**config.mk**
```make
export PLATFORM = sky130hd
export DESIGN_NAME = filter_sequencer
export DESIGN_NICKNAME = d
export VERILOG_FILES = /design/src/rtl/filter_pkg.sv /design/src/rtl/fb_write_mux.sv /design/src/rtl/filter_sequencer.sv
export SDC_FILE = /design/constraint.sdc
export NUM_CORES = 1
export LEC_CHECK = 0
export ABC_CLOCK_PERIOD_IN_PS = 2950
export CAP_MARGIN = 30
export CORE_MARGIN = 2
export CORE_UTILIZATION = 34
export CTS_CLUSTER_SIZE = 14
export DETAILED_ROUTE_END_ITERATION = 8
export PLACE_DENSITY = 0.94
export SLEW_MARGIN = 30
export SYNTH_ARGS = -nofsm -noshare
export SYNTH_HDL_FRONTEND = slang
export SYNTH_SLANG_ARGS = --single-unit
```
**constraint.sdc**
```tcl
create_clock -name clk -period 2.95 [get_ports clk]
set_clock_uncertainty 0.2 [all_clocks]
set_input_delay 0.59 -clock clk [delete_from_list [all_inputs] [get_ports clk]]
set_output_delay 0.59 -clock clk [all_outputs]
set_load 0.01 [all_outputs]
```
**src/rtl/filter_pkg.sv**
```systemverilog
// filter_pkg: shared types and defaults for the filter sequencer slice.
package filter_pkg;
    localparam int DEF_NUM_MODES = 4;
    typedef enum logic [2:0] {BYPASS, COOL, WARM, GRAY} filter_mode_e;
    typedef logic [15:0] rgb565_t;
    typedef enum logic [1:0] {WAIT_SYNC, RUN, PENDING} seq_state_e;
endpackage

```
**src/rtl/fb_write_mux.sv**
```systemverilog
// fb_write_mux: registered NUM_MODES:1 stream mux onto the frame-buffer write port.
// gate_i low suppresses the write enable while address/data still follow the selection.
module fb_write_mux
    import filter_pkg::*;
#(
    parameter int NUM_MODES = DEF_NUM_MODES,
    parameter int ADDR_W    = 17,
    parameter int SEL_W     = NUM_MODES > 1 ? $clog2(NUM_MODES) : 1
) (
    input  logic                        clk,
    input  logic                        reset,
    input  logic                        gate_i,
    input  logic [SEL_W-1:0]            sel_i,
    input  logic [NUM_MODES-1:0]        we_i,
    input  logic [NUM_MODES*ADDR_W-1:0] addr_i,
    input  logic [NUM_MODES*16-1:0]     data_i,
    output logic                        we_o,
    output logic [ADDR_W-1:0]           addr_o,
    output rgb565_t                     data_o
);
    logic [ADDR_W-1:0] addr_a [NUM_MODES];
    rgb565_t           data_a [NUM_MODES];
    logic              we_q;
    logic [ADDR_W-1:0] addr_q;
    rgb565_t           data_q;

    for (genvar i = 0; i < NUM_MODES; i++) begin : g_split
        assign addr_a[i] = addr_i[i*ADDR_W +: ADDR_W];
        assign data_a[i] = data_i[i*16 +: 16];
    end

    always_ff @(posedge clk or posedge reset) begin
        if (reset) begin
            we_q   <= 1'b0;
            addr_q <= '0;
            data_q <= '0;
        end else begin
            we_q   <= gate_i && we_i[sel_i];
            addr_q <= addr_a[sel_i];
            data_q <= data_a[sel_i];
        end
    end

    assign we_o   = we_q;
    assign addr_o = addr_q;
    assign data_o = data_q;
endmodule

```
**src/rtl/filter_sequencer.sv**
```systemverilog
// filter_sequencer: frame-synchronous filter-mode controller driving the frame-buffer write port.
// Optional auto-cycling of modes every AUTO_FRAMES frames is built with FILTER_AUTO_CYCLE_EN.
module filter_sequencer
    import filter_pkg::*;
#(
    parameter  int IMG_WIDTH   = 320,
    parameter  int IMG_HEIGHT  = 240,
    parameter  int NUM_MODES   = DEF_NUM_MODES,
    parameter  int AUTO_FRAMES = 60,
    localparam int ADDR_W      = $clog2(IMG_WIDTH*IMG_HEIGHT)
) (
    input  logic                        clk,
    input  logic                        reset,
    input  logic                        frame_start,
    input  logic                        mode_req_valid,
    input  logic [2:0]                  mode_req,
    output logic                        mode_req_ready,
    input  logic                        auto_en,
    input  logic [NUM_MODES-1:0]        filt_we,
    input  logic [NUM_MODES*ADDR_W-1:0] filt_addr,
    input  logic [NUM_MODES*16-1:0]     filt_data,
    output logic                        fb_we,
    output logic [ADDR_W-1:0]           fb_addr,
    output rgb565_t                     fb_data,
    output logic [2:0]                  active_mode,
    output logic                        req_err
);
    localparam int SEL_W = NUM_MODES > 1 ? $clog2(NUM_MODES) : 1;

    seq_state_e state_q, state_d;
    logic [2:0] active_q, active_d;
    logic [2:0] pend_q, pend_d;
    logic       err_q, err_d;

`ifdef FILTER_AUTO_CYCLE_EN
    localparam int CNT_W = AUTO_FRAMES > 1 ? $clog2(AUTO_FRAMES) : 1;
    logic [CNT_W-1:0] cnt_q, cnt_d;
    logic [2:0]       next_mode;

    assign next_mode = (int'(active_q) == NUM_MODES-1) ? 3'd0 : active_q + 3'd1;

    always_ff @(posedge clk or posedge reset) begin
        if (reset) cnt_q <= '0;
        else       cnt_q <= cnt_d;
    end
`else
    logic unused_auto;
    assign unused_auto = auto_en ^ (AUTO_FRAMES < 1);
`endif

    always_ff @(posedge clk or posedge reset) begin
        if (reset) begin
            state_q  <= WAIT_SYNC;
            active_q <= 3'(BYPASS);
            pend_q   <= 3'd0;
            err_q    <= 1'b0;
        end else begin
            state_q  <= state_d;
            active_q <= active_d;
            pend_q   <= pend_d;
            err_q    <= err_d;
        end
    end

    always_comb begin
        state_d  = state_q;
        active_d = active_q;
        pend_d   = pend_q;
        err_d    = 1'b0;
`ifdef FILTER_AUTO_CYCLE_EN
        cnt_d    = cnt_q;
`endif
        unique case (state_q)
            WAIT_SYNC: state_d = frame_start ? RUN : WAIT_SYNC;
            RUN: begin
                if (mode_req_valid && int'(mode_req) < NUM_MODES) begin
                    pend_d  = mode_req;
                    state_d = PENDING;
                end else if (mode_req_valid) begin
                    err_d = 1'b1;
                end
`ifdef FILTER_AUTO_CYCLE_EN
                // A request latched this cycle waits for the next boundary; auto-cycling still advances here.
                if (!auto_en) begin
                    cnt_d = '0;
                end else if (frame_start && int'(cnt_q) == AUTO_FRAMES-1) begin
                    cnt_d    = '0;
                    active_d = next_mode;
                end else if (frame_start) begin
                    cnt_d = cnt_q + CNT_W'(1);
                end
`endif
            end
            PENDING: begin
                if (frame_start) begin
                    active_d = pend_q;
                    state_d  = RUN;
`ifdef FILTER_AUTO_CYCLE_EN
                    cnt_d    = '0;
`endif
                end
            end
            default: state_d = WAIT_SYNC;
        endcase
    end

    assign mode_req_ready = (state_q == RUN);
    assign active_mode    = active_q;
    assign req_err        = err_q;

    fb_write_mux #(
        .NUM_MODES (NUM_MODES),
        .ADDR_W    (ADDR_W),
        .SEL_W     (SEL_W)
    ) u_mux (
        .clk    (clk),
        .reset  (reset),
        .gate_i (state_q != WAIT_SYNC),
        .sel_i  (active_q[SEL_W-1:0]),
        .we_i   (filt_we),
        .addr_i (filt_addr),
        .data_i (filt_data),
        .we_o   (fb_we),
        .addr_o (fb_addr),
        .data_o (fb_data)
    );
endmodule
```
==> impl_metrics.toml, run 1 <==
[status]
run_status = "finished, final reports clean"

[min_path]
hold-path-endpoint = "active_mode[0]"
hp-class = "reg2reg"
hold_path.startpoint = "pend_q[0]"
min_path_cells = 1

[timing]
fin_crit_sh = 0.813
finalMaxSlewViolations = 0
final_setup_viols = 0
worst_slew_margin_rel = 0.539
sum_neg_setup_slack_ps = 0
number_of_failing_hold_endpoints_at_the_final_stage = 0
fmaxAchievable_mhz = 417
timing.final.crit_period_ps = 2400
rsz_0062_raised_after_global_routing = "false"
slew_at_the_pin_closest_to_its_max_slew_limit_ps = 687

[clock_network]
clk_latency_ps = 280
clk_pin_slew_ps = 70
cts_htree_levels = 2
cts_setup_buffers = 0
clockRootBuffer = "sky130_fd_sc_hd__clkbuf_8"
cts_tree = "yes"
clock_sinks = 43
ctsLongestPathBuffers = 2
hold_buffers = 0
postCtsResizedCells = 0
numCtsBuffers = 5

[pwr]
powerDensity_nw_per_um2 = 732
vdd_ir_drop_max_mv = 0.432
static-leakage-power_nw = 1.55

[critical_path]
r2r_cells = 2
rrSetupSlack_ps = 890
biggest_fanout_along_the_worst_timing_path = 18
crit_path_cell_trace = "clkdlybuf4s50_1"
cp.arrival_ps = 1610
critPathKind = "reg2out"
cpLargestDelayFamily = "flip-flops"
worstSetupStartpointType = "flip-flop"
timing.critical_path.buf_inv = 1
r2r_start = "active_mode[0]"
rr_endpoint = "u_mux.addr_o[6]"
worstSetupEndpointType = "output port"
crit_path_max_incr_delay_ps = 690
critical_path.slowest_cell = "sky130_fd_sc_hd__dfrtp_2"
cp.required_ps = 2160

[grt]
top_usage_layer = "met2"
pin_count_of_the_biggest_net_entering_global_routing = 36
grt.overflow.total = 0
global_route_wire_length_before_repair_mm = 9.45
grt_pass1_vias = 1902
grt_use_total = 0.195
groute.layer.met1.usage = 0.209
globalRouteMet3Util = 0.0272
grt_met2_usage = 0.373
antenna_found_initial = 0

[logic_synthesis]
ys_seq_elements = 43
synth_fa_ha_area_frac = 0
synthesis.instances = 103
ys_seq_area_frac = 0.515
netlist-cell-type-count = 16
syn-num-nets = 247
post_synth_xor_area_fraction = 0
largest_family_of_logic_cells_by_synthesized_area = "multiplexers"
post_synth_mux_area_share = 0.400
synth-compound-area-share = 0.0114
ys_warn_count = 0
yosys.area_share.simple = 0.0245
postSynthAreaPerCell_um2 = 20.3
synthesis.area_um2 = 2090

[floorplan]
horizontal_die_dimension_um = 82.4
initial_utilization = 0.353
core_area_um2 = 5920
num_io_pins = 183
design.die.area_um2 = 6790
num_rows = 28
die_height_um = 82.4

[final_layout]
multiInputGateArea_um2 = 912
area.sequential_um2 = 1080
antenna_cells = 0
finalNetCount = 430
design_area_um2 = 4010
post_route_cells_drive_above_1_share = 0.161
fill_cells = 422
area_growth_from_synthesis_to_layout_pct = 91.6

[placed_design]
port-buffer-count = 181
gp_congestion = 0.756
place_area_um2 = 3930
dpl.hpwl_mm = 5.62

[routing]
drt-total-wl_mm = 6.58
routed_via_density = 4.87
antenna_left = 0
drcViolationCount = 0
pre_repair_dr_iteration_count = 4
vias = 1758
detail_route.iter0.violations = 29
wl_per_cell_um = 18.2

[flow_run]
cap_viol_max_count = 0
==> placed cells by master, fill, tap and decap left out, drive strengths merged <==
master           n
and4bb           1
nor2b            3
nand3b           1
dfrtp           43
clkdlybuf4s50  181
o31ai            1
a31o             1
mux4            34
o21a             1
clkinv           1
clkbuf           7
buf              3
and3             1
nand2b           1
inv              2
mux2             5
==> where the power goes <==
part / switching (mW) / internal (mW) / leakage [nW]
clock network: 0.176 / 0.163 / 0.0383
logic: 0.542 / 1.03 / 1.00
registers: 0.153 / 0.863 / 0.511
==> per-stage QoR <==
step / power (mW) / std cells / util / hold slack, ps / setup slack [ps]
floorplan: 1.86 / 103 / - / 260 / 1160
global placement: 2.59 / 354 / 0.664 / 283 / 827
detailed placement: 2.64 / 354 / 0.664 / 287 / 821
CTS: 2.99 / 361 / 0.676 / 312 / 502
global route: 3.11 / 361 / 0.676 / 333 / 434
finish: 2.93 / 361 / 0.676 / 308 / 551
==> per-layer routing <==
metal,vias to the layer above,wire length (µm),part of all wire
met2,91,3900,0.59
met3,17,313,0.048
met1,868,2170,0.33
met4,0,189,0.029
met5,-,0,0
li1,782,-,-
==> Yosys cell counts <==
master / count / share of area
sky130_fd_sc_hd__and3_1: 1 / 0.0030
sky130_fd_sc_hd__dfrtp_1: 43 / 0.51
sky130_fd_sc_hd__inv_1: 3 / 0.0054
sky130_fd_sc_hd__o21a_1: 1 / 0.0036
sky130_fd_sc_hd__a31o_2: 1 / 0.0042
sky130_fd_sc_hd__o31ai_1: 1 / 0.0036
sky130_fd_sc_hd__nand2b_1: 1 / 0.0030
sky130_fd_sc_hd__mux2_2: 5 / 0.027
sky130_fd_sc_hd__buf_6: 1 / 0.0054
sky130_fd_sc_hd__nor2b_1: 3 / 0.0090
sky130_fd_sc_hd__buf_2: 4 / 0.0096
sky130_fd_sc_hd__buf_12: 3 / 0.029
sky130_fd_sc_hd__nand3b_1: 1 / 0.0036
sky130_fd_sc_hd__mux4_1: 4 / 0.050
sky130_fd_sc_hd__and4bb_2: 1 / 0.0060
sky130_fd_sc_hd__mux4_2: 30 / 0.32
==> layout make-up <==
class / instances / area share
repair buffers: 184 / 0.458
flip-flops and latches: 43 / 0.269
multi-input cells: 49 / 0.228
well taps: 75 / 0.0234
clock buffers: 7 / 0.0191
inverters: 3 / 0.00281
==> kinds of logic after synthesis <==
family | Yosys count
AOI/OAI and AO/OA | 3
buffers and inverters | 11
DFF | 43
muxes | 39
and+or+nand+nor | 7
==> worst max path at each step <==
stage | from | end | slack, ps | depth (start not counted)
detailed placement | active_mode[0] | active_mode[0] | 820 | 1
global route | active_mode[0] | active_mode[0] | 430 | 1
floorplan | reset | active_mode[0] | 1160 | 1
CTS | active_mode[0] | active_mode[0] | 500 | 1
global placement | active_mode[0] | active_mode[0] | 830 | 1
finish | active_mode[0] | active_mode[0] | 550 | 1
==> flip-flops by register name (all words and copies together) (netlist names) <==
name,count
u_mux.addr_o,17
u_mux.data_o,16
active_mode,3
pend_q,3
state_q,2
req_err,1
u_mux.we_o,1
Power figures use the tool's default switching activity.
==> run 2, diff against run 1 <==
ABC_CLOCK_PERIOD_IN_PS = 2500   (was 2950)
CORE_UTILIZATION = 32   (was 34)
PLACE_DENSITY = 0.9   (was 0.94)
clock period = 2.5 ns   (was 2.95 ns; I/O delays follow)
==> impl_metrics.toml, run 2 (synthesis results as in run 1) <==
[final_layout]
antenna_cells = 0
finalNetCount = 430
largest_register_ffs = 17
post_route_cells_drive_above_1_share = 0.171
mostFrequentLayoutCell = "sky130_fd_sc_hd__clkdlybuf4s50_1"
design_area_um2 = 4050
most_frequent_cells_in_the_layout = "sky130_fd_sc_hd__clkdlybuf4s50_1 (181), sky130_fd_sc_hd__dfrtp_1 (42), sky130_fd_sc_hd__mux4_2 (30)"
post-route-util = 0.637
area_growth_from_synthesis_to_layout_pct = 93.6
fill_cells = 483

[floorplan]
horizontal_die_dimension_um = 84.8
core_area_um2 = 6350
design.die.area_um2 = 7200
die_height_um = 84.8
num_io_pins = 183
num_rows = 29
initial_utilization = 0.329

[critical_path]
cp.required_ps = 1800
worstSetupEndpointType = "output port"
rrSetupSlack_ps = 900
r2r_cells = 2
cp.arrival_ps = 1430
critPathKind = "reg2out"
biggest_fanout_along_the_worst_timing_path = 6
r2r_start = "active_mode[0]"
worstSetupStartpointType = "flip-flop"
rr_endpoint = "u_mux.data_o[1]"

[pwr]
static-leakage-power_nw = 1.57
power.total_mw = 3.51
vdd_ir_drop_max_mv = 0.609
powerDensity_nw_per_um2 = 868

[routing]
detail_route.iter0.violations = 86
drcViolationCount = 0
pre_repair_dr_iteration_count = 4
wl_per_cell_um = 17.1
routed_via_density = 4.77
antenna_left = 0
drt-total-wl_mm = 6.22
vias = 1738

[min_path]
min_path_cells = 1
hold-path-endpoint = "active_mode[1]"
hp-class = "reg2reg"
hold_path.startpoint = "pend_q[1]"

[placed_design]
place_area_um2 = 3960
gp_congestion = 0.732
dpl.hpwl_mm = 5.17
port-buffer-count = 181

[clock_network]
ctsLongestPathBuffers = 2
clock_sinks = 43
hold_buffers = 0
cts_htree_levels = 2
postCtsResizedCells = 0
cts_tree = "yes"
numCtsBuffers = 5
clk_latency_ps = 290
cts_setup_buffers = 0
clk_pin_slew_ps = 90
clockRootBuffer = "sky130_fd_sc_hd__clkbuf_8"

[timing]
fin_crit_sh = 0.851
fmaxAchievable_mhz = 470
rsz_0062_raised_after_global_routing = "false"
worst_slew_margin_rel = 0.696
final_setup_viols = 0
number_of_failing_hold_endpoints_at_the_final_stage = 0
slew_at_the_pin_closest_to_its_max_slew_limit_ps = 456
sum_neg_setup_slack_ps = 0
timing.final.crit_period_ps = 2130
finalMaxSlewViolations = 0

[flow_run]
cap_viol_max_count = 0

[grt]
pin_count_of_the_biggest_net_entering_global_routing = 36
grt_pass1_vias = 1995
global_route_wire_length_before_repair_mm = 9.73
grt_use_total = 0.177
grt.overflow.total = 0
antenna_found_initial = 0

[status]
run_status = "finished, final reports clean"
[run 2: per-layer routing]
metal,up-vias,part of all wire,global-route usage
li1,784,-,-
met1,867,0.36,0.193
met2,81,0.57,0.343
met3,6,0.059,0.0379
met4,0,0.015,0.0519
met5,-,0,0
[run 2: worst max-delay path, cell delays in order, from the launching register on]
cell and delay (ps):
sky130_fd_sc_hd__dfrtp_1 410, sky130_fd_sc_hd__nor2b_1 170, sky130_fd_sc_hd__clkdlybuf4s50_1 550
[run 2: worst max-delay path by stage]
stage / from / to / cells after the start
after CTS: state_q[1] / mode_req_ready / 2
after global placement: mode_req[2] / pend_q[0] / 3
after global routing: state_q[0] / mode_req_ready / 2
after detailed placement: mode_req[2] / pend_q[0] / 3
final: state_q[0] / mode_req_ready / 2
after floorplan: reset / active_mode[0] / 1
[run 2: power by group]
part / total [mW] / switching [mW] / internal, mW
sequential: 1.13 / 0.113 / 1.02
clock: 0.443 / 0.220 / 0.223
combinational: 1.94 / 0.694 / 1.24
[run 2: cell type report]
cell class | instances | area (µm²) | area share
Clock inverter | 1 | 5.00 | 0.00124
Multi-Input combinational cell | 49 | 912 | 0.225
Inverter | 3 | 11.3 | 0.00278
Tap cell | 77 | 96.3 | 0.0238
Timing Repair Buffer | 184 | 1860 | 0.459
Clock buffer | 7 | 86.3 | 0.0213
Sequential cell | 43 | 1080 | 0.266
[run 2: through the flow]
stage | setup WS (ps) | std cells | hold slack (ps)
floorplan | 797 | 103 | 260
global placement | 536 | 356 | 282
detailed placement | 496 | 356 | 300
CTS | 357 | 364 | 306
global route | 279 | 364 | 322
finish | 374 | 364 | 303
